$ cat src/rtl/dds_prog_arb.sv
// Round-robin arbiter between the pulse sequencer and host scan engine for the DDS programming path.
// Each grant loads the 32-bit word as two halves, strobes state_start, waits out the serial transfer, then acks.
module dds_prog_arb #(
    parameter int unsigned XFER_CYCLES = 200,
    parameter int unsigned GAP_CYCLES  = 4,
    parameter int unsigned CNT_W       = 16
) (
    input  logic        clk_sys,
    input  logic        rst,
    input  logic        req0,
    input  logic [31:0] word0,
    input  logic        req1,
    input  logic [31:0] word1,
    output logic        ack0,
    output logic        ack1,
    output logic        busy,
    output logic        dds_load,
    output logic        dds_choice,
    output logic [15:0] dds_para,
    output logic        state_start,
    output logic        last_src,
    output logic [31:0] last_word
);

    typedef enum logic [2:0] {
        S_IDLE,
        S_LOAD_LO,
        S_LOAD_HI,
        S_START,
        S_WAIT,
        S_ACK,
        S_GAP
    } state_e;

    localparam logic [CNT_W-1:0] XferLoad = CNT_W'(XFER_CYCLES);
    localparam logic [CNT_W-1:0] GapLoad  = CNT_W'(GAP_CYCLES);
    localparam logic [CNT_W-1:0] CntOne   = CNT_W'(1);

    state_e           state_q, state_d;
    logic [CNT_W-1:0] cnt_q, cnt_d;
    logic [31:0]      word_q, word_d;
    logic             src_q, src_d;
    logic             grant;

    logic        ack0_q, ack0_d;
    logic        ack1_q, ack1_d;
    logic        busy_q, busy_d;
    logic        load_q, load_d;
    logic        choice_q, choice_d;
    logic [15:0] para_q, para_d;
    logic        start_q, start_d;

    // Next-state logic; the granted word and source are captured only on the IDLE exit edge.
    always_comb begin
        state_d = state_q;
        cnt_d   = cnt_q;
        word_d  = word_q;
        src_d   = src_q;
        grant   = 1'b0;
        case (state_q)
            S_IDLE: begin
                if (req0 || req1) begin
                    grant   = (req0 && req1) ? ~src_q : req1;
                    src_d   = grant;
                    word_d  = grant ? word1 : word0;
                    state_d = S_LOAD_LO;
                end
            end
            S_LOAD_LO: state_d = S_LOAD_HI;
            S_LOAD_HI: state_d = S_START;
            S_START: begin
                cnt_d   = XferLoad;
                state_d = S_WAIT;
            end
            S_WAIT: begin
                cnt_d = cnt_q - CntOne;
                if (cnt_q <= CntOne) begin
                    state_d = S_ACK;
                end
            end
            S_ACK: begin
                if (GAP_CYCLES > 0) begin
                    cnt_d   = GapLoad;
                    state_d = S_GAP;
                end else begin
                    state_d = S_IDLE;
                end
            end
            S_GAP: begin
                cnt_d = cnt_q - CntOne;
                if (cnt_q <= CntOne) begin
                    state_d = S_IDLE;
                end
            end
            default: state_d = S_IDLE;
        endcase
    end

    // Outputs are decoded from the next state so the registered copies line up with the state they belong to.
    always_comb begin
        ack0_d   = (state_d == S_ACK) && !src_d;
        ack1_d   = (state_d == S_ACK) && src_d;
        busy_d   = (state_d != S_IDLE);
        load_d   = (state_d == S_LOAD_LO) || (state_d == S_LOAD_HI);
        start_d  = (state_d == S_START);
        choice_d = choice_q;
        para_d   = para_q;
        if (state_d == S_LOAD_LO) begin
            choice_d = 1'b0;
            para_d   = word_d[15:0];
        end else if (state_d == S_LOAD_HI) begin
            choice_d = 1'b1;
            para_d   = word_d[31:16];
        end
    end

    // last_src resets to 1 so the first contested grant goes to the pulse sequencer.
    always_ff @(posedge clk_sys or posedge rst) begin
        if (rst) begin
            state_q  <= S_IDLE;
            cnt_q    <= '0;
            word_q   <= '0;
            src_q    <= 1'b1;
            ack0_q   <= 1'b0;
            ack1_q   <= 1'b0;
            busy_q   <= 1'b0;
            load_q   <= 1'b0;
            choice_q <= 1'b0;
            para_q   <= '0;
            start_q  <= 1'b0;
        end else begin
            state_q  <= state_d;
            cnt_q    <= cnt_d;
            word_q   <= word_d;
            src_q    <= src_d;
            ack0_q   <= ack0_d;
            ack1_q   <= ack1_d;
            busy_q   <= busy_d;
            load_q   <= load_d;
            choice_q <= choice_d;
            para_q   <= para_d;
            start_q  <= start_d;
        end
    end

    assign ack0        = ack0_q;
    assign ack1        = ack1_q;
    assign busy        = busy_q;
    assign dds_load    = load_q;
    assign dds_choice  = choice_q;
    assign dds_para    = para_q;
    assign state_start = start_q;
    assign last_src    = src_q;
    assign last_word   = word_q;

endmodule

$ cat config.mk
export PLATFORM = sky130hd
export DESIGN_NAME = dds_prog_arb
export DESIGN_NICKNAME = d
export VERILOG_FILES = /design/src/rtl/dds_prog_arb.sv
export SDC_FILE = /design/constraint.sdc
export NUM_CORES = 1
export LEC_CHECK = 0
export CAP_MARGIN = 20
export CORE_MARGIN = 2
export CORE_UTILIZATION = 48
export DETAILED_ROUTE_END_ITERATION = 7
export GPL_TIMING_DRIVEN = 0
export PLACE_DENSITY = 0.92
export SETUP_SLACK_MARGIN = 0.3
export SYNTH_ARGS = -nofsm -noshare
export SYNTH_HDL_FRONTEND = slang
export SYNTH_SLANG_ARGS = --single-unit
$ cat constraint.sdc
create_clock -name clk_sys -period 5.55 [get_ports clk_sys]
set_input_delay 0.555 -clock clk_sys [delete_from_list [all_inputs] [get_ports clk_sys]]
set_output_delay 0.555 -clock clk_sys [all_outputs]
set_load 0.02 [all_outputs]
### Word-level counts from Yosys, hierarchy flattened

Index checks and enable logic that the tools add are counted.

| storage, ports and cells | value |
|---|---|
| bits in registers | 74 |
| logic and storage cells | 50 |

| operators by class | value |
|---|---|
| add/sub/neg operators | 1 |
| order comparisons | 1 |
| eq/ne operators | 10 |
| muxes and demuxes | 15 |
| bitwise logic cells | 1 |
| reductions and logical operators | 11 |

Operators by type and width:

| cell | number |
|---|---|
| two-way mux 32 bit | 3 |
| one-hot mux 16 bit (3 select lines) | 1 |
| two-way mux 16 bit | 2 |
| one-hot mux 3 bit (7 select lines) | 1 |
| <= comparator 16 x 1 -> 1 bit, second input constant | 1 |
| subtractor 16 x 1 -> 16 bit, second input constant | 1 |
| equality test 3 x 2 -> 1 bit, second input constant | 4 |
| equality test 3 bit, second input constant | 4 |
| two-way mux 3 bit | 3 |
| equality test 3 x 1 -> 1 bit, second input constant | 2 |
| nonzero test 3 bit | 2 |
| two-way mux 1 bit | 5 |
| logical AND 1 bit | 3 |
| zero test 3 bit | 1 |
| logical OR 1 bit | 2 |
| nonzero test 2 bit | 1 |
| OR reduction 2 bit | 1 |
| zero test 1 bit | 1 |
| inverter 1 bit | 1 |

### Longest topological paths before layout

| depth | value |
|---|---|
| word-level depth | 7 |
| mapped depth | 7 |
| gate-level depth less buffers | 6 |

### Worst setup path after synthesis

Ideal clock, no wire load.

| timing path | value |
|---|---|
| path kind | flip-flop to flip-flop |
| start | reg cnt_q[5] |
| end | reg state_q[0] |
| setup time | 0.094 ns |
| arrival time | 1.594 ns |
| data required time | 5.456 ns |
| slack | 3.862 ns |
| cell stages (with the launch flop) | 5 |
| cell sequence | dfrtp_1 > nor4_4 > o2111ai_2 > or3_4 > a221oi_2 |

| on the way | value |
|---|---|
| cells in the longest elaborated chain, start to end | 3 |
| elaborated cells between the ends (all ways) | 4 |

RTL lines:

| what | line | text |
|---|---|---|
| start: declaration | 40 | `logic [CNT_W-1:0] cnt_q, cnt_d;` |
| start signal: assignment | 133 | `cnt_q <= cnt_d;` |
| <= comparator 16 x 1 -> 1 bit (*) | 77, 91 |  |
| two-way mux 3 bit, on equally long branches | 91, 77 |  |
| one-hot mux 3 bit (7 select lines) (*) | 60 | `case (state_q)` |
| named net state_d[0] | 39 | `state_e state_q, state_d;` |
| end signal: assignment | 132 | `state_q <= state_d;` |
| end: declaration | 39 |  |

The timed path passes the listed nets; every way through them passes the cells marked *.
A chain may end at the register's enable or synchronous reset.

### Worst setup path after layout

| timing path | value |
|---|---|
| start | in req1 |
| end | reg word_q[21] (netlist: last_word[21]) |

| on the way | value |
|---|---|
| cells in the longest elaborated chain, start to end | 5 |
| elaborated cells between the ends (all ways) | 6 |

RTL lines:

| what | line | text |
|---|---|---|
| start: declaration | 12 | `input logic req1,` |
| logical AND 1 bit | 63 | `grant = (req0 && req1) ? ~src_q : req1;` |
| two-way mux 1 bit | 63 |  |
| two-way mux 32 bit | 65 | `word_d = grant ? word1 : word0;` |
| two-way mux 32 bit (*) | 62 | `if (req0 \|\| req1) begin` |
| two-way mux 32 bit (*) | 60 |  |
| named net word_d[21] | 41 | `logic [31:0] word_q, word_d;` |
| end signal: assignment | 134 | `word_q <= word_d;` |
| end: declaration | 41 |  |

Marked as above.

==> impl_metrics.env <==
export IMPL_fin_crit_sh_pct=42.17
export IMPL_power_leakage_uw=0.002278
export IMPL_crit_arrival_ps=2600
export IMPL_async_flop_share_pct=100.0
export IMPL_synth_top_area_share_pct=52.82
export IMPL_crit_buf_inv=3
export IMPL_synth_top_area_cell="dfrtp_1"
export IMPL_min_period_ps=2341
export IMPL_grt_pass1_wl_mm=16.89
export IMPL_viasPerCell=5.671
export IMPL_die_area_sq_um=7900
export IMPL_ys_types=49
export IMPL_core_sq_um=6869
export IMPL_ioPinCount=123
export IMPL_cts_setup_buffers=0
export IMPL_wl_per_cell_um=17.73
export IMPL_slowest_stage="clkdlybuf4s50_1"
export IMPL_fin_util_pct=73.77
export IMPL_pre_cts_slack_ps=2907
export IMPL_top_layer="met4"
export IMPL_power_density_nw_per_um2=231.2
export IMPL_grt_overflow=0
export IMPL_gp_congestion=0.8558
export IMPL_die_h_um=88.88
export IMPL_clock_path_buffers=2
export IMPL_cts_buffers_inserted=9
export IMPL_status="complete, no violations"
export IMPL_synth_cells=387
export IMPL_required_ps=5810
export IMPL_cap_violations=0
export IMPL_cp_cell_sequence="clkdlybuf4s50_1, a21boi_1, buf_2, buf_1, nand2_1, a31oi_1"
export IMPL_cts_resized=0
export IMPL_wl_met2_mm=5.634
export IMPL_track_usage_pct=28.53
export IMPL_avgSynthCellArea_sq_um=8.936
export IMPL_dr_pass1_iters=5
export IMPL_relSlewSlack_pct=39.30
export IMPL_clkTransAtPathRegs_ps=80
export IMPL_drtIter0Drc=218
export IMPL_antenna_found_initial=0
export IMPL_area_growth_syn_to_layout_pct=46.53
export IMPL_drv_slew=0
export IMPL_synth_edf_count=0
export IMPL_mappedNetlistArea_sq_um=3458
export IMPL_yosys_register_bits=74
export IMPL_io_buffers=122
export IMPL_setup_worst_path_class="primary input to register"
export IMPL_cts_root_buffer="clkbuf_8"
export IMPL_setup_viol=0
export IMPL_rows=30
export IMPL_layout_setup_ws_ps=3209
export IMPL_yosysSeqAreaShare_pct=53.58
export IMPL_grt_max_degree=75
export IMPL_worstMarginPinSlew_ps=910.5
export IMPL_yosys_top_cells_area="dfrtp_1, nand2_1, nor2_1"
export IMPL_dp_cells=605
export IMPL_drt_wl_total_mm=11.01
export IMPL_vdd_drop_max_v=0.0001402
export IMPL_setup_tns_ps=0
export IMPL_insertedDiodeCount=0
export IMPL_wl_met1_mm=4.173
export IMPL_place_hpwl_mm=7.931
export IMPL_critPathMaxFanout=10
export IMPL_synth_fp_nets=457
export IMPL_fin_nets=590
export IMPL_layout_cells_non_filler=621
export IMPL_ant_nets=0
export IMPL_initial_core_util_pct=50.35
export IMPL_cts_htree_levels=3
export IMPL_cts_hold_buf=0
export IMPL_ys_flop_type="dfrtp_1"
export IMPL_ys_warn_count=0
export IMPL_drc=0
export IMPL_cts_tree="done"
export IMPL_final_layout_size_suffix_gt1_share_pct=6.857
export IMPL_finalHoldViolCount=0
export IMPL_cpPeakStageDelay_ps=530
export IMPL_total_power_uw=1171
export IMPL_worstSkewPairLatency_ps=350
export IMPL_die_x_um=88.88
export IMPL_clkSinkCount=74
export IMPL_rsz0062_at_grt="no"
export IMPL_timing_critical_path_max_delay_family="buffers and inverters"
export IMPL_vias=3522
export IMPL_skew_ps=8.663
export IMPL_end_kind="register"
export IMPL_clock_fmax_mhz=427.2
export IMPL_hold_path_class="register to register"
export IMPL_grt_pass1_vias=3506
export IMPL_start_kind="primary input"
export IMPL_dr_wl_met3_um=886
-- metal layers --
metal / global-route usage [%] / vias to the layer above
li1: - / 1603
met1: 34.71 / 1700
met2: 47.15 / 193
met3: 5.877 / 26
met4: 16.25 / 0
met5: 0 / -
-- cells by family after synthesis --
logic type               after synthesis  share of synthesized area, %
AO/OA/AOI/OAI                         80                         16.06
XOR/XNOR                               2                        0.5066
AND/OR/NAND/NOR                      195                         24.96
buffers and inverters                 33                         3.871
adder cells (fa/ha/maj)                2                        0.7235
multiplexers                           1                        0.2894
flip-flops                            74                         53.58
-- final timing paths --
kind	startpoint	to	slack [ps]	cells after the start
hold reg to reg	cnt_q[14]	cnt_q[14]	460	1
hold / removal	cnt_q[14]	cnt_q[14]	460	1
setup / recovery	req1	last_word[21]	3210	6
min in group asynchronous	rst	dds_para[9]	750	2
max in group asynchronous	rst	cnt_q[3]	4200	2
setup reg to reg	state_q[1]	last_word[21]	3350	6
-- through the flow --
stage               hold slack (ps)  instance area, sq um
floorplan                     423.8                  3458
global placement              437.0                  4800
detailed placement            455.4                  4802
CTS                           467.3                  5067
global route                  480.0                  5067
finish                        464.2                  5067
-- cell type report --
| class | count | area [sq um] |
|---|---|---|
| plain buffers | 22 | 92.59 |
| well taps | 96 | 120.1 |
| fillers | 459 | 1802 |
| repair buffers | 122 | 1221 |
| clock inverters | 7 | 141.4 |
| flip-flops and latches | 74 | 1853 |
| multi-input cells | 280 | 1471 |
| clock buffers | 9 | 123.9 |
| inverters | 11 | 43.79 |
-- cell usage after synthesis, drive strengths merged (2+ instances only) --
master	instances
nand2	88
o311ai	2
nor4	3
a31oi	22
nor3	7
inv	10
a41oi	2
a21oi	9
buf	9
clkbuf	13
o31ai	19
nor2	63
o21ai	11
dfrtp	73
or3	3
and3	17
xnor2	2
nand3	5
nand2b	3
ha	2
-- registers in the layout, summed over array words and instances (netlist names) --
signal and flops:
state_start 1, ack0 1, ack1 1, dds_para 16, state_q 3, last_src 1, dds_choice 1, busy 1
cnt_q 16, dds_load 1, last_word 32
-- cell usage in the layout (no fill, tap or decap), types with 4 or more instances in the layout --
cell type	synthesis	routed
nand3_1	5	5
a31oi_1	22	22
inv_1	10	9
nor2_1	63	63
clkbuf_8	0	9
buf_2	8	8
a21oi_1	9	9
dfrtp_1	73	73
clkdlybuf4s50_1	0	122
nand2_1	88	88
o31ai_1	19	19
nor3_1	6	6
o21ai_0	11	11
bufinv_16	0	4
clkbuf_1	13	13
and3_1	16	16
-- worst reg2reg max path, delay by kind of cell, from the launching register on --
kind,cells,cell delay [ps]
AOI/OAI and AO/OA,1,190
buffers and inverters,3,1030
DFF,1,360
and+or+nand+nor,2,460
-- where the power goes --
| part | internal [uW] | switching (uW) |
|---|---|---|
| Sequential | 539 | 0 |
| Combinational | 47.4 | 33.5 |
| Clock | 344 | 208 |
| Total | 930 | 241 |
No activity file was read; power rests on OpenSTA's default activity.
